===== config.mk =====
export PLATFORM = sky130hd
export DESIGN_NAME = pipelined_cla_adder
export DESIGN_NICKNAME = d
export VERILOG_FILES = /design/src/rtl/pipelined_cla_adder.sv
export SDC_FILE = /design/constraint.sdc
export NUM_CORES = 1
export LEC_CHECK = 0
export BUFFER_PORTS_ARGS = -buffer_cell sky130_fd_sc_hd__buf_2
export CAP_MARGIN = 20
export CORE_ASPECT_RATIO = 0.9
export CORE_MARGIN = 2
export CORE_UTILIZATION = 25
export CTS_CLUSTER_DIAMETER = 60
export DETAILED_ROUTE_END_ITERATION = 10
export SYNTH_ARGS = -nofsm -noshare
export SYNTH_HDL_FRONTEND = slang
export SYNTH_SLANG_ARGS = --single-unit

===== constraint.sdc =====
create_clock -name clock -period 3.3 [get_ports clock]
set_input_delay 0.165 -clock clock [delete_from_list [all_inputs] [get_ports clock]]
set_output_delay 0.165 -clock clock [all_outputs]
set_load 0.03 [all_outputs]

===== src/rtl/pipelined_cla_adder.sv =====
// pipelined_cla_adder
//
// Pipelined add/subtract unit built from BLOCK-bit carry-lookahead slices.
// The WIDTH-bit operation is split into STAGES = WIDTH/BLOCK slices. One slice
// is resolved per pipeline stage, and the carry between slices is registered
// between stages. Operands are captured in an input rank. Each stage then
// resolves its slice and writes the next rank, so a beat accepted at clock
// edge n is presented at the outputs after edge n+STAGES. The block accepts
// one beat per cycle.
//
// Each rank holds one packed word per beat. Its upper bits are the operand-A
// slices that are still pending. Its lower bits are the sum slices that are
// already resolved. The pending operand-B slices (already inverted for
// subtraction) travel in a separate skew vector that shrinks by BLOCK bits
// per rank.
//
// Ports:
//   clock      rising-edge clock
//   reset      synchronous, active-high reset; clears every rank
//   in_valid   operand beat present
//   in_ready   beat accepted this cycle (0 while stalled or in reset)
//   a, b       WIDTH-bit operands
//   cin        carry-in, ignored when sub=1
//   sub        1: compute a - b
//   out_valid  result beat present
//   out_ready  consumer accepts the result
//   sum        WIDTH-bit result, held while out_valid=0
//   cout       carry out of the MSB (for subtraction, 1 means no borrow)
//   ovf        signed overflow
//
// Optional build macro: PIPELINED_CLA_SAT_EN
//   When defined, the final stage saturates sum to the largest positive or
//   the most negative value whenever ovf=1. The saturation direction follows
//   the sign of operand A. When undefined, sum wraps modulo 2^WIDTH.

module pipelined_cla_adder #(
    parameter int WIDTH = 32,
    parameter int BLOCK = 8
) (
    input  logic             clock,
    input  logic             reset,
    input  logic             in_valid,
    output logic             in_ready,
    input  logic [WIDTH-1:0] a,
    input  logic [WIDTH-1:0] b,
    input  logic             cin,
    input  logic             sub,
    output logic             out_valid,
    input  logic             out_ready,
    output logic [WIDTH-1:0] sum,
    output logic             cout,
    output logic             ovf
);

    localparam int STAGES = WIDTH / BLOCK;
    // Total width of the B skew vector. Rank k carries WIDTH - k*BLOCK bits,
    // for k = 0 .. STAGES-1.
    localparam int BTOT = STAGES * WIDTH - (BLOCK * STAGES * (STAGES - 1)) / 2;

    // Rank k is the register set that feeds stage k. Rank STAGES is the output.
    wire [STAGES:0]            valid_r;
    wire [STAGES:0]            carry_r;
    wire [STAGES:0][WIDTH-1:0] x_r;
    wire [BTOT-1:0]            b_r;

    logic stall;

    // One CLA slice. Carries are expanded from generate/propagate terms, so
    // each c[i+1] = g[i] | p[i]g[i-1] | ... | p[i..0]c0. The top carry is the
    // group carry G | P&c0. The function returns {carry_out, sum_bits}.
    function automatic logic [BLOCK:0] cla_slice(
        input logic [BLOCK-1:0] xa,
        input logic [BLOCK-1:0] xb,
        input logic             c0
    );
        logic [BLOCK-1:0] g;
        logic [BLOCK-1:0] p;
        logic [BLOCK:0]   c;
        logic             acc;
        logic             pp;
        g    = xa & xb;
        p    = xa ^ xb;
        c    = '0;
        c[0] = c0;
        for (int i = 0; i < BLOCK; i++) begin
            acc = g[i];
            pp  = p[i];
            for (int j = i - 1; j >= 0; j--) begin
                acc = acc | (pp & g[j]);
                pp  = pp & p[j];
            end
            c[i+1] = acc | (pp & c0);
        end
        return {c[BLOCK], p ^ c[BLOCK-1:0]};
    endfunction

    // Every rank holds its contents while a result waits at the output.
    always_comb begin
        stall    = valid_r[STAGES] && !out_ready;
        in_ready = !reset && !stall;
    end

    // Input rank: capture the operands. Subtraction becomes a + ~b + 1.
    logic             in_valid_d, in_valid_q;
    logic             in_carry_d, in_carry_q;
    logic [WIDTH-1:0] in_a_d, in_a_q;
    logic [WIDTH-1:0] in_b_d, in_b_q;

    always_comb begin
        in_valid_d = in_valid && in_ready;
        in_a_d     = a;
        in_b_d     = sub ? ~b : b;
        in_carry_d = sub | cin;
    end

    always_ff @(posedge clock) begin
        if (reset) begin
            in_valid_q <= 1'b0;
            in_carry_q <= 1'b0;
            in_a_q     <= '0;
            in_b_q     <= '0;
        end else if (!stall) begin
            in_valid_q <= in_valid_d;
            // Data registers only move with a real beat, so the outputs keep
            // their last value while bubbles flow through.
            if (in_valid_d) begin
                in_carry_q <= in_carry_d;
                in_a_q     <= in_a_d;
                in_b_q     <= in_b_d;
            end
        end
    end

    assign valid_r[0]       = in_valid_q;
    assign carry_r[0]       = in_carry_q;
    assign x_r[0]           = in_a_q;
    assign b_r[WIDTH-1:0]   = in_b_q;

    genvar gi;
    generate
        for (gi = 0; gi < STAGES; gi++) begin : g_stage
            localparam int LO     = gi * BLOCK;
            localparam int BW_IN  = WIDTH - gi * BLOCK;
            localparam int OFF_IN = gi * WIDTH - (BLOCK * gi * (gi - 1)) / 2;

            logic [BLOCK:0]   res;
            logic [WIDTH-1:0] x_d;
            logic [WIDTH-1:0] x_w;
            logic             carry_d;
            logic [WIDTH-1:0] x_q;
            logic             carry_q;
            logic             valid_q;

            // Resolve this slice, then overwrite the consumed A slice with
            // its sum bits.
            always_comb begin
                res             = cla_slice(x_r[gi][LO +: BLOCK], b_r[OFF_IN +: BLOCK], carry_r[gi]);
                x_d             = x_r[gi];
                x_d[LO +: BLOCK] = res[BLOCK-1:0];
                carry_d         = res[BLOCK];
            end

            always_ff @(posedge clock) begin
                if (reset) begin
                    valid_q <= 1'b0;
                    carry_q <= 1'b0;
                    x_q     <= '0;
                end else if (!stall) begin
                    valid_q <= valid_r[gi];
                    if (valid_r[gi]) begin
                        x_q     <= x_w;
                        carry_q <= carry_d;
                    end
                end
            end

            assign valid_r[gi+1] = valid_q;
            assign carry_r[gi+1] = carry_q;
            assign x_r[gi+1]     = x_q;

            if (gi < STAGES - 1) begin : g_mid
                localparam int BW_OUT = BW_IN - BLOCK;
                logic [BW_OUT-1:0] b_d;
                logic [BW_OUT-1:0] b_q;

                // Pass the B slices that are still pending to the next rank.
                always_comb begin
                    x_w = x_d;
                    b_d = b_r[OFF_IN + BLOCK +: BW_OUT];
                end

                always_ff @(posedge clock) begin
                    if (reset) begin
                        b_q <= '0;
                    end else if (!stall && valid_r[gi]) begin
                        b_q <= b_d;
                    end
                end

                assign b_r[OFF_IN + BW_IN +: BW_OUT] = b_q;
            end else begin : g_last
                logic c_msb;
                logic ovf_d;
                logic ovf_q;

                // The carry into the MSB is recovered from the MSB sum bit:
                // s = a ^ b ^ c_in, so c_in = s ^ a ^ b.
                always_comb begin
                    c_msb = x_d[WIDTH-1] ^ x_r[gi][WIDTH-1] ^ b_r[OFF_IN + BLOCK - 1];
                    ovf_d = c_msb ^ carry_d;
                    x_w   = x_d;
`ifdef PIPELINED_CLA_SAT_EN
                    // Overflow occurs only when both addends share a sign,
                    // so the sign of A gives the direction of the true result.
                    if (ovf_d) begin
                        x_w = x_r[gi][WIDTH-1] ? {1'b1, {(WIDTH-1){1'b0}}}
                                               : {1'b0, {(WIDTH-1){1'b1}}};
                    end
`endif
                end

                always_ff @(posedge clock) begin
                    if (reset) begin
                        ovf_q <= 1'b0;
                    end else if (!stall && valid_r[gi]) begin
                        ovf_q <= ovf_d;
                    end
                end

                assign ovf = ovf_q;
            end
        end
    endgenerate

    assign out_valid = valid_r[STAGES];
    assign sum       = x_r[STAGES];
    assign cout      = carry_r[STAGES];

endmodule

==> results.yml, run 1 <==
run_status:
  status: "finished, final reports clean"
timing:
  fin_crit_ns: 1.981
  maxSlewHeadroom_pct: 31.63
  finalSetupTns_ns: 0
  slew_violations: 0
  final-setup-viol-count: 0
  post-route-period-util_pct: 60.04
  rsz0062_at_grt: "false"
  finalHoldViolCount: 0
  skew_ns: 0.02393
  tightest_slew_ns: 1.026
  fmax_mhz: 504.7
  whs_ns: 0.03810
synth:
  ys_ff_latch: 251
  yosys.area.top_type: "dfxtp_1"
  synth_flop_cell: "dfxtp_1"
  synth_area_leaders: "dfxtp_1 (49%), nand2_1 (14%), a21oi_1 (8.9%), ha_1 (3.9%), xnor2_1 (3.9%)"
  synth_edf_count: 0
  synth_most_common_cell: "nand2_1"
  yosysUniqueCellTypes: 39
  synthCells: 1227
  yosys_warnings: 0
  avgSynthCellArea_um2: 8.279
  synthTopCellsByCount: "nand2_1 (369), dfxtp_1 (251), a21oi_1 (180)"
  yosysTopAreaCellShare_pct: 49.46
  syn_nets: 1333
  synth-async-reset-ratio_pct: 0
  ys_seq_area_share_pct: 49.46
  synth_area_mm2: 0.01016
route:
  first_pass_iters: 5
  wl_per_cell_um: 13.27
  drt_drc_violations_left: 0
  routed_wl_um: 25390
  routed-via-count: 8342
  antenna_left: 0
  via_per_inst: 4.361
  drtIter0Drc: 507
critical_path:
  endpoint_kind: "flip-flop"
  rrSetupSlack_ns: 1.32
  crit_arrival_ns: 2.44
  rr_startpoint: "out_valid"
  start_kind: "input port"
  r2r_cells: 4
  path_max_fanout: 57
  path_class: "in2reg"
  worst-endpoint-required_ns: 3.76
  crit-reg2reg-capture: "in_b_q[15]"
placed_design:
  hpwl_um: 17640
  gp_congestion: 0.7802
  portBuffers: 105
  dp.cells: 1795
cts:
  cts-buffers-inserted: 27
  cts.htree.levels: 1
  hold_buffers: 68
  ctsResizeCount: 0
  cts.reportedPaths.clkPinSlew_ns: 0.06
  root_buffer: "clkbuf_16"
  cts_tree: "built"
  clk_latency_ns: 0.55
  cts_setup_buffers: 0
  clock-sinks: 251
  clockBufferDepth: 3
min_path:
  min_to: "g_stage[0].x_q[13]"
  min_path_cells: 2
  hold_path.class: "in2reg"
  min_from: "reset"
global_routing:
  grtUsageTotal_pct: 11.79
  grt_max_degree: 195
  antenna_found_initial: 0
  grt_remaining_overflow: 0
  grt_pass1_wl_um: 41460
  grt_pass1_vias: 8102
final_layout:
  fillers: 4227
  finalNonFillerCells: 1913
  drive_above_1_share_pct: 12.45
  area_growth_pct: 25.50
  nNetsFinal: 1460
  insertedDiodeCount: 0
power:
  p_leak_nw: 4.719
  pwr-share-comb_pct: 7.0
  p_clk_share_pct: 45.7
  p_sw_w: 0.001536
  power_frac_seq_pct: 47.2
  power_density_mw_per_mm2: 531.0
  intPower_w: 0.005233
  irDropWorstVdd_mv: 0.3577
  switching_share_pct: 22.70
floorplan:
  pin_count: 106
  initial_core_util_pct: 25.16
  die_y_um: 195.2
  rows: 70
  core_mm2: 0.04038
  die_area_mm2: 0.04226
  die_w_um: 216.5
flow_run:
  maxCapViolCount: 0
kinds of logic after synthesis:
family	count (synthesis)	synth area share, %
and+or+nand+nor	494	20.98
buffers and inverters	92	3.855
AOI/OAI and AO/OA	297	16.06
adders and majority gates	36	4.730
DFF	251	49.46
xor gates and xnor gates	57	4.914
worst max-delay path by stage:
stage                    from                        to  slack (ns)  depth (start not counted)
detailed placement  out_valid                in_a_q[26]        1.25                          4
floorplan           out_valid                in_a_q[13]        1.39                          6
finish              out_ready  g_stage[0].g_mid.b_q[15]        1.32                          6
global placement    out_valid                in_a_q[24]        1.28                          4
global route        out_valid                in_b_q[15]        1.07                          4
CTS                 out_valid                 in_a_q[6]        1.23                          4
stage by stage:
step                      cell area (um2)  util (%)  power (W)  setup slack [ns]
final                               12750     31.57   0.006769             1.319
after global routing                12750     31.57   0.007049             1.074
after CTS                           12700     31.46   0.006844             1.230
after detailed placement            11100     27.49   0.003671             1.248
after global placement              11100     27.49   0.003663             1.282
after floorplan                     10160         -   0.003535             1.392
power groups by stage:
stage	registers (W)	clock network, W	logic [W]
finish	0.00320	0.00310	0.000476
global route	0.00321	0.00331	0.000535
CTS	0.00320	0.00317	0.000473
detailed placement	0.00326	0	0.000408
global placement	0.00326	0	0.000403
floorplan	0.00324	0	0.000296
flip-flops by register name (all words and copies together), names as in the netlist, 3 cells and up:
name / cells
g_stage.x_q: 96
g_stage.carry_q: 3
g_stage.valid_q: 3
in_a_q: 32
g_stage.g_mid.b_q: 48
sum: 32
in_b_q: 32
critical path, cell delays in order:
cell	delay, ns
dlygate4sd3_1	0.59
buf_2	0.14
nand2b_1	0.27
and2_2	0.89
nand2_1	0.21
a21oi_1	0.16
cells in the final DEF (no fill, tap or decap), types with 8 or more instances in the layout:
master,n
nand2_1,368
dfxtp_1,251
a21oi_1,180
buf_2,104
o21ai_0,68
dlygate4sd3_1,68
xnor2_1,45
nand3b_1,37
nand2b_1,33
ha_1,32
nor2_1,30
clkbuf_16,27
a211oi_1,18
xor2_1,12
nor3_1,11
buf_4,8
layer usage:
layer  wire, um  global-route usage (%)
met1      13090                   16.84
met2      11030                   18.61
met3        881                   1.963
met4        383                   2.537
met5          0                       0
final cells by class:
type                       count  area (um2)  share of cell area [%]
tap                          540       675.6                   5.300
clock inverter                 9       141.4                   1.109
timing repair buffer         185        1360                   10.67
sequential                   251        5025                   39.41
multi-input combinational    884        4747                   37.24
inverter                       5       18.77                  0.1472
clock buffer                  39       780.7                   6.124
Note: power is estimated with default switching activity, not from simulation.
==> inputs of run 2 (changes only) <==
==> constraint.sdc (replaced) <==
create_clock -name clock -period 1.61 [get_ports clock]
set_input_delay 0.0805 -clock clock [delete_from_list [all_inputs] [get_ports clock]]
set_output_delay 0.0805 -clock clock [all_outputs]
set_load 0.03 [all_outputs]
==> run 2 against run 1 <==
The flow now finishes with violations (setup timing). Clock skew shrank 0.0015 ns. Setup slack lost 1.4 ns. Non-clock buffer count grew 58. Power rose by 100%. Count of clock-buffer cells in the layout down 2. Via count increased by 3.3%. Global-route usage rose by 0.72 points. Sequential share of layout area fell by 2.7 points. Register-to-register slack got worse by 1.4 ns. Final cell count grew 3.0%. Routed wire length increased by 7.5%. Combinational power rose by 140%. Critical path type is now reg2reg. Largest cell class is now multi-input gates. Highest routed layer unchanged.
==> results.yml, run 2 (same netlist as run 1, synthesis figures left out) <==
critical_path:
  worst-endpoint-required_ns: 2.10
  r2r_cells: 9
  path_class: "reg2reg"
  crit-reg2reg-capture: "g_stage[1].x_q[12]"
  rrSetupSlack_ns: -0.13
  crit_arrival_ns: 2.23
  path_max_fanout: 2
  cp-endpoint: "g_stage[1].x_q[12]"
  endpoint_kind: "flip-flop"
  crit_start: "g_stage[0].g_mid.b_q[0]"
  rr_startpoint: "g_stage[0].g_mid.b_q[0]"
  start_kind: "flip-flop"
final_layout:
  reg_top3: "g_stage.x_q: 96 flops, g_stage.g_mid.b_q: 48 flops"
  final_cell_mix: "nand2_1 (367), dfxtp_1 (231), a21oi_1 (169), buf_2 (104), dlygate4sd3_1 (66)"
  fin_util_pct: 34.10
  fillers: 4167
  area_growth_pct: 35.52
  drive_above_1_share_pct: 21.75
  largest_reg_flops: 96
  final_common_cell: "nand2_1"
  insertedDiodeCount: 0
  nNetsFinal: 1517
  largest-register: "g_stage.x_q"
power:
  p_clk_share_pct: 43.3
  p_sw_w: 0.003305
  p_leak_nw: 5.024
  power_frac_seq_pct: 48.3
  power_density_mw_per_mm2: 988.7
  pwr-share-comb_pct: 8.5
  irDropWorstVdd_mv: 0.6963
  total_power_w: 0.01361
  intPower_w: 0.01031
  switching_share_pct: 24.28
timing:
  tightest_slew_ns: 0.3867
  worst_slack_ns: -0.1304
  skew_ns: 0.02244
  finalSetupTns_ns: -0.7625
  maxSlewHeadroom_pct: 74.22
  slew_violations: 0
  post-route-period-util_pct: 108.1
  rsz0062_at_grt: "true"
  fin_crit_ns: 1.740
  finalHoldViolCount: 0
  whs_ns: 0.01614
  fmax_mhz: 574.6
  final-setup-viol-count: 15
route:
  antenna_left: 0
  first_pass_iters: 5
  via_per_inst: 4.373
  routed_wl_um: 27310
  routed-via-count: 8615
  wl_per_cell_um: 13.86
  drt_drc_violations_left: 0
  drtIter0Drc: 448
cts:
  clockBufferDepth: 3
  cts.htree.levels: 1
  cts.reportedPaths.clkPinSlew_ns: 0.07
  root_buffer: "clkbuf_16"
  cts_tree: "built"
  clock-sinks: 251
  clk_latency_ns: 0.55
  cts-buffers-inserted: 26
min_path:
  hold_path.class: "in2reg"
global_routing:
  grt_remaining_overflow: 0
  grt_pass1_wl_um: 43150
  grt_pass1_vias: 8406
  antenna_found_initial: 0
  grtUsageTotal_pct: 12.51
  grt_max_degree: 92
floorplan:
  die_area_mm2: 0.04226
  pin_count: 106
  die_y_um: 195.2
  initial_core_util_pct: 25.16
  die_w_um: 216.5
  rows: 70
  core_mm2: 0.04038
run_status:
  status: "complete, but fails checks"
  failed_checks: "setup timing"
placed_design:
  hpwl_um: 18440
  portBuffers: 105
  dp_worst_setup_slack_ns: -0.1212
  gp_congestion: 0.7995
flow_run:
  maxCapViolCount: 0
==> run 2: how the worst min path moves through the flow <==
| stage | startpoint | cells past startpoint | to | slack (ns) |
|---|---|---|---|---|
| after detailed placement | a[29] | 3 | in_a_q[29] | 0.29 |
| after global placement | a[30] | 3 | in_a_q[30] | 0.28 |
| after CTS | reset | 3 | g_stage[0].x_q[2] | 0.009 |
| after global routing | out_ready | 5 | g_stage[2].valid_q | 0.04 |
| final | reset | 3 | g_stage[0].x_q[7] | 0.02 |
| after floorplan | a[0] | 2 | in_a_q[0] | 0.19 |
==> run 2: layout make-up <==
class | count | area (um2) | share of cell area (%)
clock buffers | 37 | 721.9 | 5.244
multi-input cells | 884 | 5273 | 38.30
flip-flops and latches | 251 | 5050 | 36.68
well taps | 540 | 675.6 | 4.908
clock inverters | 10 | 110.1 | 0.7998
repair buffers | 243 | 1918 | 13.93
inverters | 5 | 18.77 | 0.1363
==> run 2: power groups by stage <==
stage / combinational, W / clock (W) / sequential (W)
2_1_floorplan: 0.000611 / 0 / 0.00664
3_3_place_gp: 0.000942 / 0 / 0.00668
3_5_place_dp: 0.000954 / 0 / 0.00669
4_1_cts: 0.00111 / 0.00604 / 0.00656
5_1_grt: 0.00128 / 0.00633 / 0.00659
6_report: 0.00115 / 0.00589 / 0.00657
==> run 2: what timing repair did <==
| item | 4_1_cts | 5_1_grt |
|---|---|---|
| endpoints found under the hold margin | 66 | 0 |
| setup buffers | 8 | 5 |
| hold buffers | 66 | 0 |
| setup endpoints to repair | 20 | 66 |
| resized for setup | 37 | 58 |
| pin swaps | 40 | 45 |
==> run 2: worst max-delay path, stage by stage (launching register included) <==
cell and delay (ns):
dfxtp_2 0.33, ha_4 0.25, a211oi_4 0.28, buf_4 0.16
buf_6 0.10, o21bai_4 0.06, a21oi_2 0.16, xnor2_1 0.12
nand2_1 0.07, a21oi_1 0.14
==> run 2: per-stage QoR <==
| step | instance area [um2] | instances |
|---|---|---|
| after global routing | 13770 | 1970 |
| after CTS | 13430 | 1965 |
| after detailed placement | 11680 | 1844 |
| after global placement | 11680 | 1844 |
| after floorplan | 10230 | 1227 |
| final | 13770 | 1970 |
==> run 2: metal layers <==
layer	part of all wire (%)	track usage, %	vias up
li1	-	-	4433
met1	48	16.97	3997
met2	47	21.01	159
met3	3.7	2.009	26
met4	1.5	2.486	0
met5	0	0	-
